## src/rtl/painterengine_gpu_pkg.sv

```systemverilog
// painterengine_gpu_pkg
// Shared definitions for the PainterEngine GPU display path:
//   - scanout FSM state encoding
//   - display-mode and RGBA-mode constants
//   - pixel stride in bytes (one 32-bit RGBA pixel per memory word)
//   - burst_len(): beats for the next memory read request
package painterengine_gpu_pkg;

    typedef enum logic [2:0] {
        ST_IDLE      = 3'd0,
        ST_FETCH     = 3'd1,
        ST_WAIT_DATA = 3'd2,
        ST_DRAIN     = 3'd3,
        ST_DONE      = 3'd4
    } scanout_state_t;

    localparam logic [1:0] DISPLAY_MODE_OFF     = 2'd0;
    localparam logic [1:0] DISPLAY_MODE_DVI     = 2'd1;
    localparam logic [1:0] DISPLAY_MODE_LCD     = 2'd2;

    localparam logic [1:0] RGBA_MODE_RGBA8888   = 2'd0;
    localparam logic [1:0] RGBA_MODE_BGRA8888   = 2'd1;
    localparam logic [1:0] RGBA_MODE_ARGB8888   = 2'd2;

    localparam logic [31:0] PIXEL_STRIDE_BYTES  = 32'd4;

    // Beats for the next request: the full burst, or whatever is left of the frame.
    function automatic logic [7:0] burst_len(input logic [31:0] remaining,
                                             input logic [7:0]  max_len);
        logic [7:0] len;
        if (remaining < {24'd0, max_len}) begin
            len = remaining[7:0];
        end else begin
            len = max_len;
        end
        return len;
    endfunction

endpackage

```

## src/rtl/painterengine_gpu_scanout_fifo.sv

```systemverilog
// painterengine_gpu_scanout_fifo
// First-word-fall-through pixel FIFO between memory read data and the display.
//   clk, reset      : clock, synchronous active-high reset
//   flush           : empties the FIFO (end of frame)
//   push, push_data : write one entry (caller guarantees free space)
//   pop             : remove the head entry; ignored when empty
//   head_data       : current head entry, zero when empty
//   count, empty    : occupancy
module painterengine_gpu_scanout_fifo
    import painterengine_gpu_pkg::*;
#(
    parameter int DATA_WIDTH = 32,
    parameter int DEPTH      = 64,
    localparam int AW        = $clog2(DEPTH),
    localparam int CW        = AW + 1
) (
    input  logic                  clk,
    input  logic                  reset,
    input  logic                  flush,
    input  logic                  push,
    input  logic [DATA_WIDTH-1:0] push_data,
    input  logic                  pop,
    output logic [DATA_WIDTH-1:0] head_data,
    output logic [CW-1:0]         count,
    output logic                  empty
);

    logic [DATA_WIDTH-1:0] mem_r [DEPTH];
    logic [AW-1:0]         wr_ptr_r;
    logic [AW-1:0]         rd_ptr_r;
    logic [CW-1:0]         count_r;
    logic                  pop_ok_s;

    assign pop_ok_s  = pop && (count_r != {CW{1'b0}});
    assign empty     = (count_r == {CW{1'b0}});
    assign count     = count_r;
    assign head_data = empty ? {DATA_WIDTH{1'b0}} : mem_r[rd_ptr_r];

    // Pointer and occupancy bookkeeping; push and pop in one cycle leave count unchanged.
    always_ff @(posedge clk) begin
        if (reset || flush) begin
            wr_ptr_r <= {AW{1'b0}};
            rd_ptr_r <= {AW{1'b0}};
            count_r  <= {CW{1'b0}};
        end else begin
            if (push) begin
                wr_ptr_r <= wr_ptr_r + {{(AW-1){1'b0}}, 1'b1};
            end
            if (pop_ok_s) begin
                rd_ptr_r <= rd_ptr_r + {{(AW-1){1'b0}}, 1'b1};
            end
            case ({push, pop_ok_s})
                2'b10:   count_r <= count_r + {{(CW-1){1'b0}}, 1'b1};
                2'b01:   count_r <= count_r - {{(CW-1){1'b0}}, 1'b1};
                default: count_r <= count_r;
            endcase
        end
    end

    // Storage array; a write racing a flush lands in a slot the reset pointers treat as free.
    always_ff @(posedge clk) begin
        if (push) begin
            mem_r[wr_ptr_r] <= push_data;
        end
    end

endmodule

```

## src/rtl/painterengine_gpu_scanout.sv

```systemverilog
// painterengine_gpu_scanout
// Streams one frame of RGBA pixels from memory to the display: issues burst
// read requests sized to the free FIFO space, buffers returned beats in a FWFT
// FIFO and hands pixels out on i_wire_next_rgb.
// Ports:
//   i_wire_pixel_clock, i_wire_reset      : clock, synchronous active-high reset
//   i_wire_start, i_wire_base_addr,
//   i_wire_clip_width, i_wire_clip_height : frame start and geometry (latched in IDLE)
//   o_wire_rd_req/addr/len, i_wire_rd_ack : read request handshake (len in beats)
//   i_wire_rd_valid, i_wire_rd_data       : read data beats
//   i_wire_next_rgb, o_wire_rgba          : pixel consume / head pixel (0 when empty)
//   o_wire_dvi_resetn, i_wire_dvi_done    : display enable / display finished
//   o_wire_busy, o_wire_frame_done,
//   o_wire_underflow                      : status (frame_done pulses, underflow sticky)
// Build option: define SCANOUT_UNDERFLOW_CNT_EN to add o_wire_underflow_cnt,
//   a saturating 16-bit count of pops attempted on an empty FIFO.
module painterengine_gpu_scanout
    import painterengine_gpu_pkg::*;
#(
    parameter int PARAM_DATA_WIDTH = 32,
    parameter int PARAM_FIFO_DEPTH = 64,
    parameter int PARAM_BURST_LEN  = 16
) (
    input  logic                        i_wire_pixel_clock,
    input  logic                        i_wire_reset,
    input  logic                        i_wire_start,
    input  logic [31:0]                 i_wire_base_addr,
    input  logic [15:0]                 i_wire_clip_width,
    input  logic [15:0]                 i_wire_clip_height,
    output logic                        o_wire_rd_req,
    output logic [31:0]                 o_wire_rd_addr,
    output logic [7:0]                  o_wire_rd_len,
    input  logic                        i_wire_rd_ack,
    input  logic                        i_wire_rd_valid,
    input  logic [PARAM_DATA_WIDTH-1:0] i_wire_rd_data,
    input  logic                        i_wire_next_rgb,
    output logic [31:0]                 o_wire_rgba,
    output logic                        o_wire_dvi_resetn,
    input  logic                        i_wire_dvi_done,
    output logic                        o_wire_busy,
    output logic                        o_wire_frame_done,
    output logic                        o_wire_underflow
`ifdef SCANOUT_UNDERFLOW_CNT_EN
    ,
    output logic [15:0]                 o_wire_underflow_cnt
`endif
);

    localparam int         CW      = $clog2(PARAM_FIFO_DEPTH) + 1;
    localparam logic [7:0] MAX_LEN = 8'(PARAM_BURST_LEN);

    scanout_state_t state_r;
    logic [31:0]    addr_r;
    logic [31:0]    remaining_r;
    logic [7:0]     beats_left_r;
    logic           rd_req_r;
    logic [31:0]    rd_addr_r;
    logic [7:0]     rd_len_r;
    logic           busy_r;
    logic           frame_done_r;
    logic           dvi_resetn_r;
    logic           underflow_r;

    logic [31:0]                 total_s;
    logic [7:0]                  len_s;
    logic [CW-1:0]               fifo_count_s;
    logic [CW-1:0]               free_s;
    logic                        fifo_empty_s;
    logic [PARAM_DATA_WIDTH-1:0] fifo_head_s;
    logic                        push_s;
    logic                        flush_s;
    logic                        dvi_cond_s;
    logic                        empty_pop_s;
    logic                        start_ok_s;

    assign total_s     = 32'(i_wire_clip_width) * 32'(i_wire_clip_height);
    assign len_s       = burst_len(remaining_r, MAX_LEN);
    assign free_s      = CW'(PARAM_FIFO_DEPTH) - fifo_count_s;
    assign push_s      = (state_r == ST_WAIT_DATA) && i_wire_rd_valid;
    assign flush_s     = (state_r == ST_DONE);
    assign empty_pop_s = i_wire_next_rgb && fifo_empty_s;
    assign start_ok_s  = (state_r == ST_IDLE) && i_wire_start;
    // Display may start once a full burst is buffered, or the tail of the frame is in.
    assign dvi_cond_s  = (32'(fifo_count_s) >= 32'(PARAM_BURST_LEN)) ||
                         ((remaining_r == 32'd0) && !fifo_empty_s);

    painterengine_gpu_scanout_fifo #(
        .DATA_WIDTH (PARAM_DATA_WIDTH),
        .DEPTH      (PARAM_FIFO_DEPTH)
    ) u_fifo (
        .clk        (i_wire_pixel_clock),
        .reset      (i_wire_reset),
        .flush      (flush_s),
        .push       (push_s),
        .push_data  (i_wire_rd_data),
        .pop        (i_wire_next_rgb),
        .head_data  (fifo_head_s),
        .count      (fifo_count_s),
        .empty      (fifo_empty_s)
    );

    assign o_wire_rgba       = 32'(fifo_head_s);
    assign o_wire_rd_req     = rd_req_r;
    assign o_wire_rd_addr    = rd_addr_r;
    assign o_wire_rd_len     = rd_len_r;
    assign o_wire_busy       = busy_r;
    assign o_wire_frame_done = frame_done_r;
    assign o_wire_dvi_resetn = dvi_resetn_r;
    assign o_wire_underflow  = underflow_r;

    // Scanout FSM: frame latching, burst request handshake, beat counting and frame end.
    always_ff @(posedge i_wire_pixel_clock) begin
        if (i_wire_reset) begin
            state_r      <= ST_IDLE;
            addr_r       <= 32'd0;
            remaining_r  <= 32'd0;
            beats_left_r <= 8'd0;
            rd_req_r     <= 1'b0;
            rd_addr_r    <= 32'd0;
            rd_len_r     <= 8'd0;
            busy_r       <= 1'b0;
            frame_done_r <= 1'b0;
            dvi_resetn_r <= 1'b0;
        end else begin
            frame_done_r <= 1'b0;
            if ((state_r inside {ST_FETCH, ST_WAIT_DATA, ST_DRAIN}) && dvi_cond_s) begin
                dvi_resetn_r <= 1'b1;
            end
            case (state_r)
                ST_IDLE: begin
                    if (i_wire_start) begin
                        addr_r      <= i_wire_base_addr;
                        remaining_r <= total_s;
                        busy_r      <= 1'b1;
                        if (total_s == 32'd0) begin
                            state_r      <= ST_DONE;
                            frame_done_r <= 1'b1;
                        end else begin
                            state_r <= ST_FETCH;
                        end
                    end
                end
                ST_FETCH: begin
                    // Request fields are frozen from assertion until the ack cycle.
                    if (rd_req_r) begin
                        if (i_wire_rd_ack) begin
                            rd_req_r     <= 1'b0;
                            addr_r       <= addr_r + ({24'd0, rd_len_r} * PIXEL_STRIDE_BYTES);
                            remaining_r  <= remaining_r - {24'd0, rd_len_r};
                            beats_left_r <= rd_len_r;
                            state_r      <= ST_WAIT_DATA;
                        end
                    end else if (32'(free_s) >= {24'd0, len_s}) begin
                        rd_req_r  <= 1'b1;
                        rd_addr_r <= addr_r;
                        rd_len_r  <= len_s;
                    end
                end
                ST_WAIT_DATA: begin
                    if (i_wire_rd_valid) begin
                        beats_left_r <= beats_left_r - 8'd1;
                        if (beats_left_r == 8'd1) begin
                            if (remaining_r != 32'd0) begin
                                state_r <= ST_FETCH;
                            end else begin
                                state_r <= ST_DRAIN;
                            end
                        end
                    end
                end
                ST_DRAIN: begin
                    if (i_wire_dvi_done) begin
                        state_r      <= ST_DONE;
                        frame_done_r <= 1'b1;
                        dvi_resetn_r <= 1'b0;
                    end
                end
                ST_DONE: begin
                    state_r      <= ST_IDLE;
                    busy_r       <= 1'b0;
                    dvi_resetn_r <= 1'b0;
                end
                default: begin
                    state_r      <= ST_IDLE;
                    busy_r       <= 1'b0;
                    rd_req_r     <= 1'b0;
                    dvi_resetn_r <= 1'b0;
                end
            endcase
        end
    end

`ifdef SCANOUT_UNDERFLOW_CNT_EN
    logic [15:0] underflow_cnt_r;
    assign o_wire_underflow_cnt = underflow_cnt_r;
`endif

    // Sticky underflow flag (and optional saturating count); cleared by reset or an accepted start.
    always_ff @(posedge i_wire_pixel_clock) begin
        if (i_wire_reset || start_ok_s) begin
            underflow_r <= 1'b0;
`ifdef SCANOUT_UNDERFLOW_CNT_EN
            underflow_cnt_r <= 16'd0;
`endif
        end else if (empty_pop_s) begin
            underflow_r <= 1'b1;
`ifdef SCANOUT_UNDERFLOW_CNT_EN
            if (underflow_cnt_r != 16'hFFFF) begin
                underflow_cnt_r <= underflow_cnt_r + 16'd1;
            end
`endif
        end
    end

endmodule

```

## config.mk

```make
export PLATFORM = sky130hd
export DESIGN_NAME = painterengine_gpu_scanout
export DESIGN_NICKNAME = d
export VERILOG_FILES = /design/src/rtl/painterengine_gpu_pkg.sv /design/src/rtl/painterengine_gpu_scanout_fifo.sv /design/src/rtl/painterengine_gpu_scanout.sv
export SDC_FILE = /design/constraint.sdc
export NUM_CORES = 2
export LEC_CHECK = 0
export BUFFER_PORTS_ARGS = -buffer_cell sky130_fd_sc_hd__buf_2
export CELL_PAD_IN_SITES_DETAIL_PLACEMENT = 1
export CELL_PAD_IN_SITES_GLOBAL_PLACEMENT = 1
export CORE_AREA = 8 8 496 498
export DETAILED_ROUTE_END_ITERATION = 16
export DIE_AREA = 0 0 504 506
export GPL_TIMING_DRIVEN = 0
export PLACE_DENSITY_LB_ADDON = 0.25
export SLEW_MARGIN = 20
export SYNTH_ARGS = -nofsm -noshare
export SYNTH_HDL_FRONTEND = slang
export SYNTH_SLANG_ARGS = --single-unit
```

## constraint.sdc

```tcl
create_clock -name i_wire_pixel_clock -period 20.7 [get_ports i_wire_pixel_clock]
set_clock_uncertainty 0.05 [all_clocks]
set_input_delay 2.07 -clock i_wire_pixel_clock [delete_from_list [all_inputs] [get_ports i_wire_pixel_clock]]
set_output_delay 2.07 -clock i_wire_pixel_clock [all_outputs]
set_load 0.05 [all_outputs]
```

==> flow_metrics.env <==
export IMPL_status="finished, final reports clean"
export IMPL_die_w_um=504
export IMPL_synth_cells=5063
export IMPL_crit_start="i_wire_clip_width[6]"
export IMPL_grt_pass1_vias=54800
export IMPL_cts_tree="done"
export IMPL_leakage_uw=0.0349
export IMPL_portBuffers=177
export IMPL_ctsHtreeMaxLevel=4
export IMPL_cts_buffer_depth=3
export IMPL_synth_most_common_cell="edfxtp_1"
export IMPL_setup_viol=0
export IMPL_tightest_slew_ns=1.20
export IMPL_place_gp_congestion=0.854
export IMPL_final_util_pct=46.2
export IMPL_cpMaxStageDelayCell="clkbuf_1"
export IMPL_pwr_share_clk_pct=31.1
export IMPL_r2r_end="o_wire_rd_len[4]"
export IMPL_report_final_slew_viol_count=0
export IMPL_yosys_register_bits=2193
export IMPL_synth_common_cells="edfxtp_1, mux4_2, nand2_1"
export IMPL_clock_latency_ns=0.86
export IMPL_drc=0
export IMPL_area_delta_synth_final_pct=16.6
export IMPL_clock_sinks=2193
export IMPL_rsz0062_at_grt="no"
export IMPL_startpoint_type="input port"
export IMPL_yosys_warnings=0
export IMPL_first_pass_iters=5
export IMPL_die_area_um2=255000
export IMPL_finalCritPeriodShare_pct=44.2
export IMPL_core_area_um2=239000
export IMPL_wirelength_mm=284
export IMPL_hp_start="addr_r[1]"
export IMPL_grt_overflow_total=0
export IMPL_initial_core_util_pct=39.6
export IMPL_yosysTopAreaCell="edfxtp_1"
export IMPL_hold_path_depth=2
export IMPL_crit_arrival_ns=9.89
export IMPL_crit_chain="clkbuf_1, clkbuf_1, nand2_1, fa_1, fa_1, fa_1, fa_1, fa_1, fa_1, inv_1, ha_1, clkbuf_1, a21oi_1, o21ai_0, or3_1, o21ai_0, or3_1, a21boi_1, mux2_2, nor4bb_1, a32o_1"
export IMPL_max_freq_mhz=109
export IMPL_cts_made_buffers=221
export IMPL_crit_type="in2reg"
export IMPL_cts_resized=0
export IMPL_cts_hold_buf=0
export IMPL_drtIter0Drc=5032
export IMPL_power_frac_comb_pct=31.1
export IMPL_groute_usage_overall_pct=21.9
export IMPL_synth_ff_type="edfxtp_1"
export IMPL_async_reset_ff_share_pct=0
export IMPL_p_int_uw=8710
export IMPL_hold_end="addr_r[1]"
export IMPL_avgViaCountPerCell=5.78
export IMPL_nNetsFinal=6021
export IMPL_worst_path_max_fanout=10
export IMPL_worstHoldPathType="reg2reg"
export IMPL_crit_top_cell="fa_1"
export IMPL_yosysSeqAreaShare_pct=68.1
export IMPL_ff2ff_setup_slack_ns=14.87
export IMPL_ant_nets=0
export IMPL_grt_first_pass_wirelength_mm=407
export IMPL_dp_hpwl_mm=196
export IMPL_maxSlewHeadroom_pct=17.6
export IMPL_synth_cell_types=82
export IMPL_io_pin_count=180
export IMPL_antenna_found_initial=26
export IMPL_p_per_area_nw_per_um2=118
export IMPL_max_cap_violations=0
export IMPL_r2r_cells=18
export IMPL_seqPwrFrac_pct=37.8
export IMPL_r2r_start="remaining_r[11]"
export IMPL_ys_top_cells_by_area="edfxtp_1, mux4_2, fa_1"
export IMPL_syn_avg_cell_area_um2=18.7
export IMPL_end_kind="flop"
export IMPL_vdd_ir_drop_max_mv=0.152
export IMPL_synth_edff_count=2048
export IMPL_yosysTopAreaCellShare_pct=65.1
export IMPL_period_minus_slack_ns=9.16
export IMPL_via_count=51900
export IMPL_hold_viol_final=0
export IMPL_grt_max_degree=65
export IMPL_setup_tns_ns=0
export IMPL_routedWlPerCell_um=31.7
export IMPL_cts_clk_slew_worst_paths_ns=0.06
export IMPL_root_buffer="clkbuf_16"
export IMPL_sw_frac_of_total_pct=33.2
export IMPL_rows=180
export IMPL_die_y_um=506
export IMPL_synth_cell_area_um2=94500
export IMPL_required_ns=21.44
export IMPL_drive_gt1_share_pct=24.6
export IMPL_post_cts_buffers=0
export IMPL_critPathMaxStageDelay_ns=0.63
export IMPL_netSwitchingPower_uw=4340
-- state kept, by name, summed over array words and instances, names as in the netlist, 6 cells and up, named ones only --
| signal | cells |
|---|---|
| u_fifo.mem_r | 2048 |
| addr_r | 32 |
| o_wire_rd_addr | 32 |
| remaining_r | 32 |
| beats_left_r | 8 |
| o_wire_rd_len | 8 |
| u_fifo.count | 7 |
| u_fifo.rd_ptr_r | 6 |
| u_fifo.wr_ptr_r | 6 |
-- metal layers --
layer,global-route usage [%],up-vias,wire length [um]
met2,37.0,1913,141000
met1,29.9,28200,118000
met3,3.14,384,17100
met5,0,-,41
li1,-,21300,-
met4,5.56,6,7400
-- layout make-up --
type	count	area (um^2)
well taps	3185	3990
multi-input cells	2374	28700
repair buffers	296	3780
clock inverters	138	1530
inverters	212	796
fillers	22500	128000
flip-flops and latches	2193	64400
plain buffers	285	1140
clock buffers	277	5820
diodes	9	22.5
-- kinds of logic after synthesis --
logic type	count (synthesis)	share of synthesized area, %
multiplexers	682	16.0
flip-flops	2193	68.1
buffers and inverters	497	1.99
AND/OR/NAND/NOR	848	4.40
adder cells (fa/ha/maj)	335	6.00
AO/OA/AOI/OAI	471	3.19
XOR/XNOR	36	0.334
other	1	0.00397
-- worst max-delay path by stage --
stage,to,slack [ns],cells past startpoint
5_1_grt,state_r[2],11.13,21
4_1_cts,o_wire_frame_done,11.60,21
3_3_place_gp,state_r[0],10.75,21
3_5_place_dp,state_r[0],10.73,21
2_1_floorplan,o_wire_frame_done,12.32,21
6_report,o_wire_frame_done,11.54,21
-- power groups by stage --
| stage | clock network [uW] | logic, uW | registers (uW) |
|---|---|---|---|
| 4_1_cts | 4110 | 4110 | 4930 |
| 6_report | 4050 | 4060 | 4930 |
| 3_5_place_dp | 0 | 4080 | 5030 |
| 2_1_floorplan | 0 | 2690 | 5020 |
| 5_1_grt | 4260 | 4480 | 4930 |
| 3_3_place_gp | 0 | 4020 | 5020 |
-- worst max-delay path: cells and delay by family --
family | cells | cell delay, ns
and+or+nand+nor | 4 | 1.10
buffers and inverters | 4 | 1.48
adders and majority gates | 7 | 3.41
AOI/OAI and AO/OA | 5 | 1.39
muxes | 1 | 0.42
-- stage by stage --
stage / power [uW] / area (um^2) / hold WS [ns] / setup slack (ns) / std cells
after global routing: 13700 / 110000 / 0.429 / 11.13 / 8966
after floorplan: 7720 / 94500 / 0.387 / 12.32 / 5064
after global placement: 9040 / 99400 / 0.398 / 10.75 / 8426
after CTS: 13200 / 110000 / 0.411 / 11.60 / 8960
after detailed placement: 9110 / 103000 / 0.401 / 10.73 / 8545
final: 13000 / 110000 / 0.409 / 11.54 / 8969
-- layout by cell type, fill, tap and decap left out, types with 10 or more instances in the layout --
master | Yosys | final
edfxtp_1 | 2048 | 2048
mux4_2 | 660 | 660
nand2_1 | 273 | 273
clkbuf_1 | 216 | 244
clkbuf_16 | 0 | 223
inv_1 | 211 | 210
fa_1 | 197 | 197
buf_2 | 10 | 170
dfxtp_1 | 145 | 145
a21oi_1 | 138 | 138
ha_1 | 138 | 138
and2_1 | 109 | 109
o21ai_0 | 109 | 109
nor2_1 | 164 | 100
nand3_1 | 74 | 74
nor2_4 | 0 | 64
buf_16 | 0 | 63
a211oi_1 | 53 | 53
clkinv_1 | 1 | 52
buf_12 | 0 | 51
nor2b_1 | 48 | 48
nor3_1 | 47 | 45
buf_1 | 58 | 36
clkinv_2 | 0 | 36
clkbuf_2 | 0 | 31
buf_4 | 0 | 31
a21o_1 | 28 | 28
nand4_1 | 25 | 25
bufinv_16 | 0 | 24
xnor2_1 | 23 | 23
or3_1 | 21 | 21
and3_1 | 18 | 18
mux2i_1 | 18 | 18
nor4_1 | 16 | 16
o21a_1 | 14 | 14
a311oi_1 | 14 | 14
xor2_1 | 13 | 13
nand2b_1 | 11 | 11
o22ai_1 | 11 | 11
o211ai_1 | 10 | 10
Note: power is estimated with default switching activity, not from simulation.
